$ cat src/rtl/pe_seq_ctrl.sv
// pe_seq_ctrl: job sequencer for one PE MAC/round datapath.
// Latency: first beat to done = N*L beats + stall cycles + 1 (flush) + N (round) + 1 (drain).
// Backpressure: op_ready only in FEED, cfg_ready only in IDLE; results have no backpressure.
//
// Ports:
//   clk, rst_n          clock; asynchronous reset, active-high despite the _n name
//   cfg_valid/ready     job handshake; cfg_slots (N, 0 = 8), cfg_len (L, 0 = 2^LEN_W)
//   op_valid/ready      operand beats op_a/op_b, slot-inner order (beat = k*N + j)
//   pe_*                PE multiplier inputs, accumulate/round slot selects, round enable
//   pe_data_out         PE registered rounded output
//   res_valid/idx/data  one result per slot, one cycle after each round read
//   busy, done          not-idle flag; one-cycle completion pulse
module pe_seq_ctrl #(
  parameter int DW    = 16,
  parameter int LEN_W = 8
) (
  input  logic             clk,
  input  logic             rst_n,
  input  logic             cfg_valid,
  output logic             cfg_ready,
  input  logic [2:0]       cfg_slots,
  input  logic [LEN_W-1:0] cfg_len,
  input  logic             op_valid,
  output logic             op_ready,
  input  logic [DW-1:0]    op_a,
  input  logic [DW-1:0]    op_b,
  output logic [DW-1:0]    pe_data_in_1,
  output logic [DW-1:0]    pe_data_in_2,
  output logic [3:0]       pe_add_number,
  output logic [3:0]       pe_round_number,
  output logic             pe_rounder_en,
  input  logic [DW-1:0]    pe_data_out,
  output logic             res_valid,
  output logic [2:0]       res_idx,
  output logic [DW-1:0]    res_data,
  output logic             busy,
  output logic             done
);

  typedef enum logic [2:0] {
    S_IDLE  = 3'd0,
    S_FEED  = 3'd1,
    S_FLUSH = 3'd2,
    S_ROUND = 3'd3,
    S_DRAIN = 3'd4
  } state_t;

  state_t           state_q;
  // N-1 and L-1 are stored so the "0 encodes max" cases fall out of the
  // natural wrap of the subtraction and never need an extra counter bit.
  logic [2:0]       n_m1_q;
  logic [LEN_W-1:0] l_m1_q;
  logic [2:0]       j_q;
  logic [LEN_W-1:0] k_q;
  logic [2:0]       r_q;
  logic [3:0]       add_q;
  logic             res_vld_q;
  logic [2:0]       res_idx_q;

  logic             beat;
  logic             j_wrap;
  logic             last_beat;
  logic [2:0]       j_d;
  logic [LEN_W-1:0] k_d;

  assign beat      = (state_q == S_FEED) && op_valid;
  assign j_wrap    = (j_q == n_m1_q);
  assign last_beat = beat && j_wrap && (k_q == l_m1_q);
  assign j_d       = j_wrap ? 3'd0 : j_q + 3'd1;
  assign k_d       = j_wrap ? k_q + LEN_W'(1) : k_q;

  always_ff @(posedge clk or posedge rst_n) begin
    if (rst_n) begin
      state_q   <= S_IDLE;
      n_m1_q    <= '0;
      l_m1_q    <= '0;
      j_q       <= '0;
      k_q       <= '0;
      r_q       <= '0;
      add_q     <= '0;
      res_vld_q <= 1'b0;
      res_idx_q <= '0;
    end else begin
      // Result strobe trails the round read by the PE's output register.
      res_vld_q <= (state_q == S_ROUND);
      res_idx_q <= (state_q == S_ROUND) ? r_q : 3'd0;

      case (state_q)
        S_IDLE: begin
          if (cfg_valid) begin
            n_m1_q  <= cfg_slots - 3'd1;
            l_m1_q  <= cfg_len - LEN_W'(1);
            j_q     <= '0;
            k_q     <= '0;
            r_q     <= '0;
            state_q <= S_FEED;
          end
        end
        S_FEED: begin
          if (beat) begin
            // Slot select lags the operands by one cycle to line up with
            // the PE product register; it is held through gap cycles.
            add_q <= {1'b0, j_q};
            j_q   <= j_d;
            k_q   <= k_d;
            if (last_beat) state_q <= S_FLUSH;
          end
        end
        S_FLUSH: begin
          r_q     <= '0;
          state_q <= S_ROUND;
        end
        S_ROUND: begin
          if (r_q == n_m1_q) state_q <= S_DRAIN;
          else               r_q     <= r_q + 3'd1;
        end
        S_DRAIN: state_q <= S_IDLE;
        default: state_q <= S_IDLE;
      endcase
    end
  end

  assign cfg_ready       = (state_q == S_IDLE);
  assign op_ready        = (state_q == S_FEED);
  assign busy            = (state_q != S_IDLE);
  assign done            = (state_q == S_DRAIN);
  assign pe_data_in_1    = beat ? op_a : '0;
  assign pe_data_in_2    = beat ? op_b : '0;
  assign pe_add_number   = add_q;
  assign pe_rounder_en   = (state_q == S_ROUND);
  assign pe_round_number = (state_q == S_ROUND) ? {1'b0, r_q} : 4'd0;
  assign res_valid       = res_vld_q;
  assign res_idx         = res_idx_q;
  assign res_data        = res_vld_q ? pe_data_out : '0;

endmodule

$ cat config.mk
export PLATFORM = sky130hd
export DESIGN_NAME = pe_seq_ctrl
export DESIGN_NICKNAME = d
export VERILOG_FILES = /design/src/rtl/pe_seq_ctrl.sv
export SDC_FILE = /design/constraint.sdc
export NUM_CORES = 1
export LEC_CHECK = 0
export ABC_CLOCK_PERIOD_IN_PS = 2300
export BUFFER_PORTS_ARGS = -buffer_cell sky130_fd_sc_hd__buf_2
export CORE_ASPECT_RATIO = 0.8
export CORE_UTILIZATION = 25
export DETAILED_ROUTE_END_ITERATION = 8
export SETUP_SLACK_MARGIN = 0.15
export SYNTH_ARGS = -nofsm -noshare
export SYNTH_HDL_FRONTEND = slang
export SYNTH_SLANG_ARGS = --single-unit
$ cat constraint.sdc
create_clock -name clk -period 2.3 [get_ports clk]
set_input_delay 0.115 -clock clk [delete_from_list [all_inputs] [get_ports clk]]
set_output_delay 0.115 -clock clk [all_outputs]
set_load 0.02 [all_outputs]
Yosys cells after proc, flatten, opt, wreduce, memory -nomap -nowiden:

Index checks and enable logic that the tools add are counted.

* bits of input ports: 63
* output and inout bits: 65
* register bits: 35

* multiplexer cells: 20
* $add $sub $neg: 5
* reduce and logical (&&, ||, !) cells: 13
* equal/unequal tests: 13

Operators by type and width (count)
* 16-bit two-way mux: 3
* 3-bit two-way mux: 10
* 8-bit two-way mux: 3
* 8-bit one-hot mux with 2 select lines: 1
* 3-bit one-hot mux with 4 select lines: 1
* 3-bit one-hot mux with 3 select lines: 1
* 8-bit by 1-bit adder with 8-bit output, second input constant: 1
* 8-bit equality test: 1
* 2-bit by 1-bit != test with 1-bit output, second input constant: 4
* 4-bit AND reduction: 2
* 8-bit by 1-bit subtractor with 8-bit output, second input constant: 1
* 3-bit by 1-bit adder with 3-bit output, second input constant: 2
* 3-bit by 2-bit equality test with 1-bit output, second input constant: 2
* 3-bit equality test: 2
* 3-bit one-hot mux with 2 select lines: 1
* 3-bit AND reduction: 2
* 3-bit nonzero test: 2
* 2-bit != test, second input constant: 2
* 2-bit AND reduction: 2
* 3-bit by 1-bit equality test with 1-bit output, second input constant: 1
* 3-bit equality test, second input constant: 1
* 1-bit logical AND: 3
* 3-bit logical NOT: 1
* 3-bit by 1-bit subtractor with 3-bit output, second input constant: 1
* 2-bit nonzero test: 1

Depth between registers and ports, before layout:

* depth in word-level cells: 7
* depth in mapped cells: 6

Worst setup path after synthesis:

No wires, ideal clock.

* path kind: register to register
* start: register state_q[2]
* end: register k_q[2]
* setup time: 77 ps
* data arrival time: 1713 ps
* path slack: 510 ps
* cell stages (with the launch flop): 7
* path buffers: 2
* clock period less this slack: 1790 ps
* cells stage by stage: dfrtp_1 -> buf_6 -> nor3_2 -> a31oi_1 -> buf_6 -> or4_1 -> a21oi_1

* elaborated cells on any way between the ends: 9

RTL lines
* from (decl): line 48 `state_t state_q;`
* from (signal assigned): line 74 `state_q <= S_IDLE;`
* from (signal assigned): line 96 `state_q <= S_FEED;`
* from (signal assigned): line 106 `if (last_beat) state_q <= S_FLUSH;`
* 3-bit logical NOT (*)
* net cfg_ready: line 20 `output logic cfg_ready,`
* 2-bit != test (no line) or 2-bit nonzero test (tied branches)
* 4-bit AND reduction (no line)
* to (signal assigned): line 105 `k_q <= k_d;`
* to (decl): line 54 `logic [LEN_W-1:0] k_q;`

The timed path passes the listed nets; every way through them passes the cells marked *.
A chain may end at the register's enable or synchronous reset.

Final worst setup path:

* start: register state_q[1]
* end: output pe_data_in_1[14]

* longest elaborated chain between the ends: 3

Ends and longest elaborated chain
* 3-bit by 1-bit equality test with 1-bit output: line 66 `assign beat = (state_q == S_FEED) && op_valid;`
* 1-bit logical AND: line 66
* 16-bit two-way mux: line 127 `assign pe_data_in_1 = beat ? op_a : '0;`
* to (decl): line 27 `output logic [DW-1:0] pe_data_in_1,`

Every way passes these cells.

==> summary.txt <==
Worst hold path
  • Hold Path Depth: 2
  • Hold path endpoint: n_m1_q[0]
  • Worst Hold Class: in -> reg
  • Hold Crit Start: cfg_slots[0]

Cells and area
  • Ratio of cells with drive above 1 in the final layout: 40.2%
  • Area growth, synth to finish: 36.3%
  • Design area: 3050 µm²
  • ANT cells: 0
  • Final-layout fill cell count: 895
  • NumNets Final: 434
  • Post-route insts no fill: 478

Timing
  • Final WS setup: 0.380 ns
  • Fin. max-slew vios: 0
  • Final setup TNS: 0 ns
  • Ratio of final minimum period to clock period: 83.5%
  • Count of final setup violators: 0
  • Tmin final: 1.92 ns
  • Worst-margin pin slew: 1.04 ns
  • Clock skew: 0.00611 ns
  • RSZ-0062 raised after global routing: false
  • Final hold violation count: 0
  • Slew headroom: 30.1%
  • FMAX: 0.521 GHz

Global routing
  • Initial antenna violation count: 0
  • Total grt overflow: 0
  • Largest net degree at the start of global routing: 40
  • Total GRT Usage: 11.5%
  • Vias in the first global route: 1733
  • First-pass GRT wire length: 8290 µm

Floorplan
  • Core Area: 8600 µm²
  • I/O pins: 128
  • Die height: 86.7 µm
  • DIE AREA: 9350 µm²
  • Row count: 30
  • Initial Utilization: 26.1%
  • Die width: 108 µm

Synthesis
  • Synthesized area: 2240 µm²
  • Synth top area share: 39.1%
  • Synth area leaders: dfrtp_1 (39%), and2_1 (15%), xnor2_1 (6.3%)
  • #FFs+latches synth: 35
  • Dominant synthesized flop cell: dfrtp_1
  • EDFF count, synth: 0
  • Async set-reset flop share out of synthesis: 100%
  • Yosys cell types: 47
  • Synth warnings: 0
  • Register area share after synthesis: 39.1%
  • Yosys top cell by area: dfrtp_1
  • Syn_area_per_cell: 9.22 µm²
  • Cells after Synth: 243

Job
  • Max_cap viols: 0

Worst setup path
  • Worst R2R End: k_q[5]
  • CP startpoint kind: register
  • R2r startpoint: state_q[2]
  • Critical Path Fanout Max: 39
  • Critical path data arrival time: 1.81 ns
  • Nature of the critical path endpoint: output pin
  • R2R setup slack: 0.41 ns
  • WP data required: 2.18 ns
  • FF-to-FF path depth: 4
  • CP Class: reg -> out

CTS
  • TritonCTS clock tree: yes
  • # H-tree levels: 2
  • Total clock sinks: 35
  • CTS Root Cell: clkbuf_8
  • Total CTS buffers: 5
  • CTS max path bufs: 2
  • Clock slew at reported path FFs: 0.07 ns
  • Clk_lat worst skew: 0.28 ns
  • Post-CTS sizing: 0

Detailed routing
  • Vias: 2082
  • DRC viols: 0
  • DR vias/cell: 4.36
  • DRT antenna net count: 0
  • Final wirelength: 5470 µm
  • DR iter-0 viols: 78
  • DRT Pass-1 Iters: 4
  • Routed WL per cell: 11.4 µm

Placed design
  • Hpwl dp: 4280 µm
  • Setup WS pre-CTS: 0.423 ns
  • Placed cells: 470
  • Placed Area: 2940 µm²
  • Port Buffers: 125
  • Placer Congestion: 0.769

Power and ir drop
  • Peak supply drop: 0.331 mV
  • Overall power: 2840 µW
  • Power per cell area: 929 nW/µm²
  • P_leak: 0.00158 µW

Status
  • Outcome: complete, no violations
-- logic make-up after synthesis --
| group | count (synthesis) | share of synthesized area (%) |
|---|---|---|
| AND/OR/NAND/NOR | 116 | 31.5 |
| flip-flops | 35 | 39.1 |
| other | 1 | 0.167 |
| adder cells (fa/ha/maj) | 5 | 2.79 |
| AO/OA/AOI/OAI | 38 | 10.9 |
| XOR/XNOR | 21 | 8.21 |
| multiplexers | 4 | 1.95 |
| buffers and inverters | 23 | 5.42 |
-- layer usage --
layer | vias up | track usage [%] | share of wire, %
li1 | 1068 | - | -
met1 | 935 | 16.3 | 49
met2 | 77 | 16.8 | 44
met3 | 2 | 3.38 | 6.2
met4 | 0 | 3.36 | 0.73
met5 | - | 0 | 0
-- worst max-delay path: stages (launching register included) --
cell and delay (ns):
dfrtp_1 0.49, and4bb_1 0.38, buf_4 0.31, and2_1 0.17, buf_2 0.16
-- report_power, final --
group,switching (µW),internal [µW]
sequential,206,805
clock,214,318
combinational,758,538
total,1180,1660
-- registers in the layout, indices dropped and copies added, names as in the netlist --
name / flops
j_q: 3
res_valid: 1
r_q: 3
state_q: 3
pe_add_number: 3
res_idx: 3
n_m1_q: 3
l_m1_q: 8
k_q: 8
-- area by class of cell --
cell class                      count  area, µm²  area share [%]
Multi-Input combinational cell    186       1250            40.8
Sequential cell                    35        876            28.7
Timing Repair Buffer              128        651            21.3
Tap cell                          112        140            4.59
Clock buffer                        6       72.6            2.38
Inverter                           10       37.5            1.23
Clock inverter                      1       30.0           0.983
-- worst max path at each step --
stage,startpoint,slack (ns),to,cells past startpoint
6_report,state_q[1],0.38,pe_data_in_1[14],4
5_1_grt,state_q[1],0.23,k_q[1],4
4_1_cts,state_q[1],0.37,pe_data_in_1[2],4
3_5_place_dp,state_q[2],0.42,k_q[4],4
3_3_place_gp,j_q[2],0.52,k_q[1],4
2_1_floorplan,state_q[2],0.51,k_q[2],6
-- per-stage QoR --
stage               hold slack, ns  util, %
floorplan                    0.227        -
global placement             0.248     34.2
detailed placement           0.257     34.2
CTS                         0.0294     35.5
global route                0.0481     35.5
finish                      0.0375     35.5
-- placed cells by master, fill, tap and decap left out, types with 2 or more instances in the layout --
master      n
nand2_1    19
dfrtp_1    35
nor3_1      2
o31ai_1     6
or4_1       7
nor3b_1     2
mux2_2      3
or2_2       3
nor4_2      2
nand3_1     5
buf_2     125
xor2_1      5
xnor2_1    16
nand2b_1    3
o21ai_0    13
a32o_1      2
inv_1       9
a31oi_1     3
and2_1     53
buf_4       2
nand4_1     3
a21oi_1     7
clkbuf_8    5
conb_1      2
ha_1        5
nor2_1      6
-- cell usage after synthesis (2+ instances only) --
library cell,n
clkbuf_1,6
a31oi_1,3
mux2_2,3
o31ai_1,6
nand4_1,3
xor2_1,5
buf_6,3
o21ai_0,13
a21oi_1,7
buf_4,3
nand2_1,19
or2_2,3
or4_1,7
nand3_1,5
inv_1,9
dfrtp_1,35
nor4_2,2
nor3b_1,2
a32o_1,2
nor2_1,6
and2_1,53
nor3_1,2
xnor2_1,16
nand2b_1,3
ha_1,5
-- timing repair --
| action | CTS | global route |
|---|---|---|
| hold buffers | 1 | 0 |
| buffers inserted | 0 | 0 |
| hold endpoints to repair | 35 | 0 |
Power figures use the tool's default switching activity.
